==> config.mk <==
export PLATFORM = sky130hd
export DESIGN_NAME = cam_i2c_write_sequencer
export DESIGN_NICKNAME = d
export VERILOG_FILES = /design/src/rtl/cam_i2c_write_sequencer.sv
export SDC_FILE = /design/constraint.sdc
export NUM_CORES = 1
export LEC_CHECK = 0
export ABC_AREA = 1
export CAP_MARGIN = 20
export CORE_UTILIZATION = 45
export DETAILED_ROUTE_END_ITERATION = 10
export GPL_ROUTABILITY_DRIVEN = 0
export GPL_TIMING_DRIVEN = 0
export HOLD_SLACK_MARGIN = 0.15
export PLACE_DENSITY = 0.71
export SYNTH_ARGS = -nofsm -noshare
export SYNTH_HDL_FRONTEND = slang
export SYNTH_SLANG_ARGS = --single-unit
==> constraint.sdc <==
create_clock -name sysClk -period 2.8 [get_ports sysClk]
set_clock_uncertainty 0.2 [all_clocks]
set_input_delay 0.42 -clock sysClk [delete_from_list [all_inputs] [get_ports sysClk]]
set_output_delay 0.42 -clock sysClk [all_outputs]
set_load 0.02 [all_outputs]
==> src/rtl/cam_i2c_write_sequencer.sv <==
// Camera register-write burst sequencer.
// Takes one command (camera select + burst length), walks the command map
// byte index and frames every 3-byte group (reg addr, data MSB, data LSB) as
// one I2C write transaction: START, device address, 3 bytes, STOP.
// A NACK anywhere in a group aborts it with a STOP and resends the whole
// group, up to MAX_RETRY extra attempts, before the burst is failed.
module cam_i2c_write_sequencer #(
    parameter logic [6:0]  CAM0_ADDR = 7'h5D,
    parameter logic [6:0]  CAM1_ADDR = 7'h48,
    parameter int unsigned MAX_RETRY = 2
) (
    input  logic       sysClk,
    input  logic       rst,
    // command channel
    input  logic       cmd_valid,
    output logic       cmd_ready,
    input  logic       cmd_cam_id,
    input  logic [4:0] cmd_byte_total,
    // command map lookup (combinational on the map side)
    output logic [4:0] map_byte_counter,
    input  logic [7:0] map_byte,
    // I2C byte engine
    output logic       i2c_start,
    output logic       i2c_stop,
    output logic [7:0] i2c_byte,
    output logic       i2c_byte_valid,
    input  logic       i2c_byte_ready,
    input  logic       i2c_ack_valid,
    input  logic       i2c_nack,
    input  logic       i2c_idle,
    // status
    output logic       busy,
    output logic       done,
    output logic       error
);

    typedef enum logic [3:0] {
        S_IDLE,
        S_START,
        S_DEVA,
        S_DATA,
        S_WACK,
        S_STOP,
        S_WIDLE,
        S_DONE,
        S_ERR
    } state_t;

    localparam logic [3:0] RETRY_LIMIT = 4'(MAX_RETRY);

    state_t     r_state;
    logic       r_cam_id;
    logic [4:0] r_total;
    logic [4:0] r_base;
    logic [1:0] r_offset;
    logic [3:0] r_retry;
    logic       r_retry_flag;
    logic       r_after_dev;

    logic       r_cmd_ready;
    logic       r_busy;
    logic       r_start;
    logic       r_stop;
    logic       r_valid;
    logic       r_done;
    logic       r_error;

    logic       w_accept;
    logic       w_xfer;
    logic       w_total_ok;
    logic [4:0] w_base_next;
    logic [7:0] w_dev_byte;

    assign w_accept    = cmd_valid & r_cmd_ready;
    assign w_xfer      = r_valid & i2c_byte_ready;
    // Legal bursts are whole groups of three, 1..10 groups.
    assign w_total_ok  = (cmd_byte_total != 5'd0) &&
                         (cmd_byte_total <= 5'd30) &&
                         ((cmd_byte_total % 5'd3) == 5'd0);
    // Base never exceeds 27, so base + 3 fits in 5 bits.
    assign w_base_next = r_base + 5'd3;
    assign w_dev_byte  = {(r_cam_id ? CAM1_ADDR : CAM0_ADDR), 1'b0};

    assign map_byte_counter = r_base + {3'b000, r_offset};

    // The map lookup is zero-latency, so DATA forwards map_byte directly;
    // the counter only moves on state transitions, which keeps it stable
    // for as long as the byte is offered.
    assign i2c_byte = (r_state == S_DATA) ? map_byte :
                      (r_state == S_DEVA) ? w_dev_byte : 8'h00;

    assign cmd_ready      = r_cmd_ready;
    assign busy           = r_busy;
    assign i2c_start      = r_start;
    assign i2c_stop       = r_stop;
    assign i2c_byte_valid = r_valid;
    assign done           = r_done;
    assign error          = r_error;

    // Sequencer FSM: outputs are registered and set on entry to their state.
    always_ff @(posedge sysClk or posedge rst) begin
        if (rst) begin
            r_state      <= S_IDLE;
            r_cam_id     <= 1'b0;
            r_total      <= 5'd0;
            r_base       <= 5'd0;
            r_offset     <= 2'd0;
            r_retry      <= 4'd0;
            r_retry_flag <= 1'b0;
            r_after_dev  <= 1'b0;
            r_cmd_ready  <= 1'b1;
            r_busy       <= 1'b0;
            r_start      <= 1'b0;
            r_stop       <= 1'b0;
            r_valid      <= 1'b0;
            r_done       <= 1'b0;
            r_error      <= 1'b0;
        end else begin
            r_start <= 1'b0;
            r_stop  <= 1'b0;
            r_done  <= 1'b0;
            r_error <= 1'b0;
            case (r_state)
                S_IDLE: begin
                    if (w_accept) begin
                        r_cam_id     <= cmd_cam_id;
                        r_total      <= cmd_byte_total;
                        r_base       <= 5'd0;
                        r_offset     <= 2'd0;
                        r_retry      <= 4'd0;
                        r_retry_flag <= 1'b0;
                        r_cmd_ready  <= 1'b0;
                        r_busy       <= 1'b1;
                        if (w_total_ok) begin
                            r_state <= S_START;
                            r_start <= 1'b1;
                        end else begin
                            // Reject without touching the bus.
                            r_state <= S_ERR;
                            r_error <= 1'b1;
                        end
                    end
                end
                S_START: begin
                    r_state <= S_DEVA;
                    r_valid <= 1'b1;
                end
                S_DEVA: begin
                    if (w_xfer) begin
                        r_valid     <= 1'b0;
                        r_after_dev <= 1'b1;
                        r_state     <= S_WACK;
                    end
                end
                S_DATA: begin
                    if (w_xfer) begin
                        r_valid     <= 1'b0;
                        r_after_dev <= 1'b0;
                        r_state     <= S_WACK;
                    end
                end
                S_WACK: begin
                    if (i2c_ack_valid) begin
                        if (i2c_nack) begin
                            r_retry_flag <= 1'b1;
                            r_state      <= S_STOP;
                            r_stop       <= 1'b1;
                        end else if (r_after_dev) begin
                            r_offset <= 2'd0;
                            r_state  <= S_DATA;
                            r_valid  <= 1'b1;
                        end else if (r_offset < 2'd2) begin
                            r_offset <= r_offset + 2'd1;
                            r_state  <= S_DATA;
                            r_valid  <= 1'b1;
                        end else begin
                            r_state <= S_STOP;
                            r_stop  <= 1'b1;
                        end
                    end
                end
                S_STOP: begin
                    r_state <= S_WIDLE;
                end
                S_WIDLE: begin
                    if (i2c_idle) begin
                        if (!r_retry_flag) begin
                            if (w_base_next < r_total) begin
                                r_base   <= w_base_next;
                                r_offset <= 2'd0;
                                r_retry  <= 4'd0;
                                r_state  <= S_START;
                                r_start  <= 1'b1;
                            end else begin
                                r_state <= S_DONE;
                                r_done  <= 1'b1;
                            end
                        end else if (r_retry < RETRY_LIMIT) begin
                            // Resend the same group from its first byte.
                            r_retry      <= r_retry + 4'd1;
                            r_retry_flag <= 1'b0;
                            r_offset     <= 2'd0;
                            r_state      <= S_START;
                            r_start      <= 1'b1;
                        end else begin
                            r_state <= S_ERR;
                            r_error <= 1'b1;
                        end
                    end
                end
                S_DONE, S_ERR: begin
                    r_state     <= S_IDLE;
                    r_cmd_ready <= 1'b1;
                    r_busy      <= 1'b0;
                end
                default: begin
                    r_state     <= S_IDLE;
                    r_valid     <= 1'b0;
                    r_cmd_ready <= 1'b1;
                    r_busy      <= 1'b0;
                end
            endcase
        end
    end

endmodule

==> flow_metrics.py <==
metrics = {
    "yosys": {
        "ys_seq_area_share_pct": 34.82,
        "synthDistinctLibCells": 34,
        "synth_enable_flop_cells": 0,
        "avgSynthCellArea_um2": 7.057,
        "ys_warn_count": 0,
        "synthCells": 306,
        "synth_largest_area_cell": "dfrtp_1",
        "syn-num-nets": 339,
        "synth.area.top_cells": "dfrtp_1 34%, inv_1 11%, nand2_1 10%, ha_1 6.4%, o21ai_0 6.0%",
        "synth_ff_type": "dfrtp_1",
        "synth_area_um2": 2160,
        "async_flop_share_pct": 100.0,
        "synth_top_area_share_pct": 33.60,
        "ys_ff_latch": 30,
    },
    "setup_path": {
        "crit_required_ns": 2.18,
        "r2r_cells": 16,
        "worst_setup_path_start_kind": "flop",
        "crit_path_end": "i2c_byte[1]",
        "critPathMaxStageDelay_ns": 0.63,
        "startpoint": "r_state[2]",
        "crit_path_top_delay_cell": "clkdlybuf4s50_1",
        "worst-path-max-fanout": 4,
        "cpMostUsedCell": "nor2_1",
        "rrSetupSlack_ns": 0.17,
        "crit_buf_inv": 2,
        "endpoint_kind": "output port",
        "cp_num_cells": 6,
        "timing.rr.start": "r_base[0]",
        "crit_type": "flop to output port",
        "r2r_end": "r_base[1]",
        "path_delay_family": "buffers and inverters",
        "arrival_ns": 2.08,
        "cp_cell_sequence": "nor2_1 > inv_1 > nor2_1 > nand2_1 > o21ai_0 > clkdlybuf4s50_1",
    },
    "cells_and_area": {
        "layout.nets": 389,
        "most-common-layout-cells": "61 x inv_1, 55 x nand2_1, 31 x clkdlybuf4s50_1",
        "diodes": 0,
        "final_common_cell": "inv_1",
        "final_util_pct": 63.06,
        "drive_above_1_share_pct": 16.53,
        "fill_cells": 392,
        "area_growth_pct": 30.65,
    },
    "outcome": {
        "status": "complete, but fails checks",
        "violations": "design-rule violations",
    },
    "floorplanning": {
        "boundaryPins": 41,
        "design.die.area_um2": 5080,
        "coreArea_um2": 4474,
        "die_h_um": 71.28,
        "rows": 24,
        "initial_core_util_pct": 48.27,
        "dieWidth_um": 71.28,
    },
    "place": {
        "dp_hpwl_um": 3699,
        "io_buffers": 40,
    },
    "clocking": {
        "cts_tree": "built",
        "clk_latency_ns": 0.29,
        "cts-root-buf": "clkbuf_8",
        "clock_sinks": 30,
        "hold_buffers": 0,
        "cts_buffers": 5,
        "htreeDepth": 2,
        "clk_path_buf_depth": 2,
        "clk_pin_slew_worst_paths_ns": 0.06,
    },
    "sta": {
        "slew_headroom_pct": 64.29,
        "min_period_over_period_pct": 96.50,
        "hold_violations": 0,
        "max_freq_mhz": 370.1,
        "min_period_ns": 2.702,
        "finalMaxSlewViolations": 0,
        "final.setup.tns_ns": 0,
        "worst_pin_slew_ns": 0.5351,
        "setup_viol": 0,
    },
    "drt": {
        "firstDrtPassIters": 8,
        "drc": 3,
        "drtIter0Drc": 156,
        "wl_met1_um": 2292,
        "via_per_inst": 4.907,
        "dr_wl_met2_um": 2252,
        "wire_per_inst_um": 11.59,
        "routed_wl_um": 4740,
        "ant_nets": 0,
        "top_layer_used": "met4",
        "num_vias": 2007,
        "dr_wl_met3_um": 99,
    },
    "pwr": {
        "leakage_nw": 1.528,
        "ir_drop_mv": 0.2583,
        "powerDensity_nw_per_um2": 702.1,
    },
    "grt": {
        "first_global_vias": 1847,
        "antenna_found_initial": 0,
        "track_usage_pct": 20.11,
        "grt_pass1_wl_um": 8031,
        "grt_overflow_total": 0,
        "grt_max_degree": 20,
    },
    "min_path": {
        "hold_path_class": "input port to flop",
    },
    "flow_run": {
        "drv_cap": 0,
    },
}
cells by family after synthesis:
family                     share of synthesized area, %
AOI/OAI and AO/OA                                 13.91
DFF                                               34.82
buffers and inverters                             12.98
adders and majority gates                         7.300
xor gates and xnor gates                          2.433
and+or+nand+nor                                   28.56
cell usage after synthesis (2+ instances only):
cell type	count
inv_1	63
nand2_1	58
nor2_1	32
dfrtp_1	29
o21ai_0	26
a21oi_1	13
nand2_2	13
ha_1	11
nand3_1	11
inv_2	6
nand3_2	5
xor2_1	5
o21ai_1	4
nor2_2	3
nor2_4	3
o22ai_1	3
a31oi_1	2
nand4_1	2
nor3_1	2
worst reg2reg max path: cells and delay by family (launching register included):
family                   cells  cell delay, ns
AO/OA/AOI/OAI                3            0.38
buffers and inverters        3            0.22
XOR/XNOR                     1            0.25
adder cells (fa/ha/maj)      1            0.30
AND/OR/NAND/NOR              8            0.74
flip-flops                   1            0.44
how the worst min path moves through the flow:
stage / from / end / cells after the start
floorplan: r_total[0] / r_total[0] / 2
global placement: r_retry[3] / r_retry[3] / 2
detailed placement: r_total[0] / r_total[0] / 2
CTS: rst / r_retry[1] / 2
global route: cmd_byte_total[3] / r_total[3] / 3
finish: cmd_byte_total[3] / r_total[3] / 3
sequential cells by signal, indices dropped and copies added (netlist names), 2 cells and up:
| register | count |
|---|---|
| r_offset | 2 |
| r_total | 5 |
| r_base | 5 |
| r_retry | 4 |
| r_state | 4 |
cell type report:
class,instances,area (um2),area share [%]
multi-input combinational,203,1159,41.06
inverter,70,262.8,9.313
timing repair buffer,43,454.2,16.10
sequential,30,753.2,26.70
clock buffer,8,110.1,3.902
tap,52,65.06,2.306
buffer,3,17.52,0.6208
routing by layer:
metal  track usage [%]  vias up
li1                  -     1054
met1             26.76      907
met2             32.80       34
met3             2.954       12
met4             8.667        0
met5                 0        -
where the power goes:
part	internal, mW	switching (mW)	total (mW)
clock network	0.248	0.165	0.413
logic	0.369	0.592	0.961
registers	0.542	0.0657	0.607
metrics by stage:
step / power (mW) / instances / worst slack [ns] / cell area, um2 / hold slack (ns)
3_3_place_gp: 1.515 / 398 / -0.4359 / 2625 / 0.2771
5_1_grt: 2.146 / 409 / -0.02393 / 2821 / 0.2757
2_1_floorplan: 1.254 / 306 / 0.3639 / 2160 / 0.2534
6_report: 1.981 / 409 / 0.09794 / 2821 / 0.2419
3_5_place_dp: 1.539 / 399 / -0.4560 / 2653 / 0.2851
4_1_cts: 1.958 / 407 / 0.01700 / 2761 / 0.2881
repair_timing:
action,CTS,global route
resized for setup,3,21
endpoints found under the setup margin,10,16
pin swaps,0,4
buffers inserted,0,2
(Power assumes the default switching activity.)
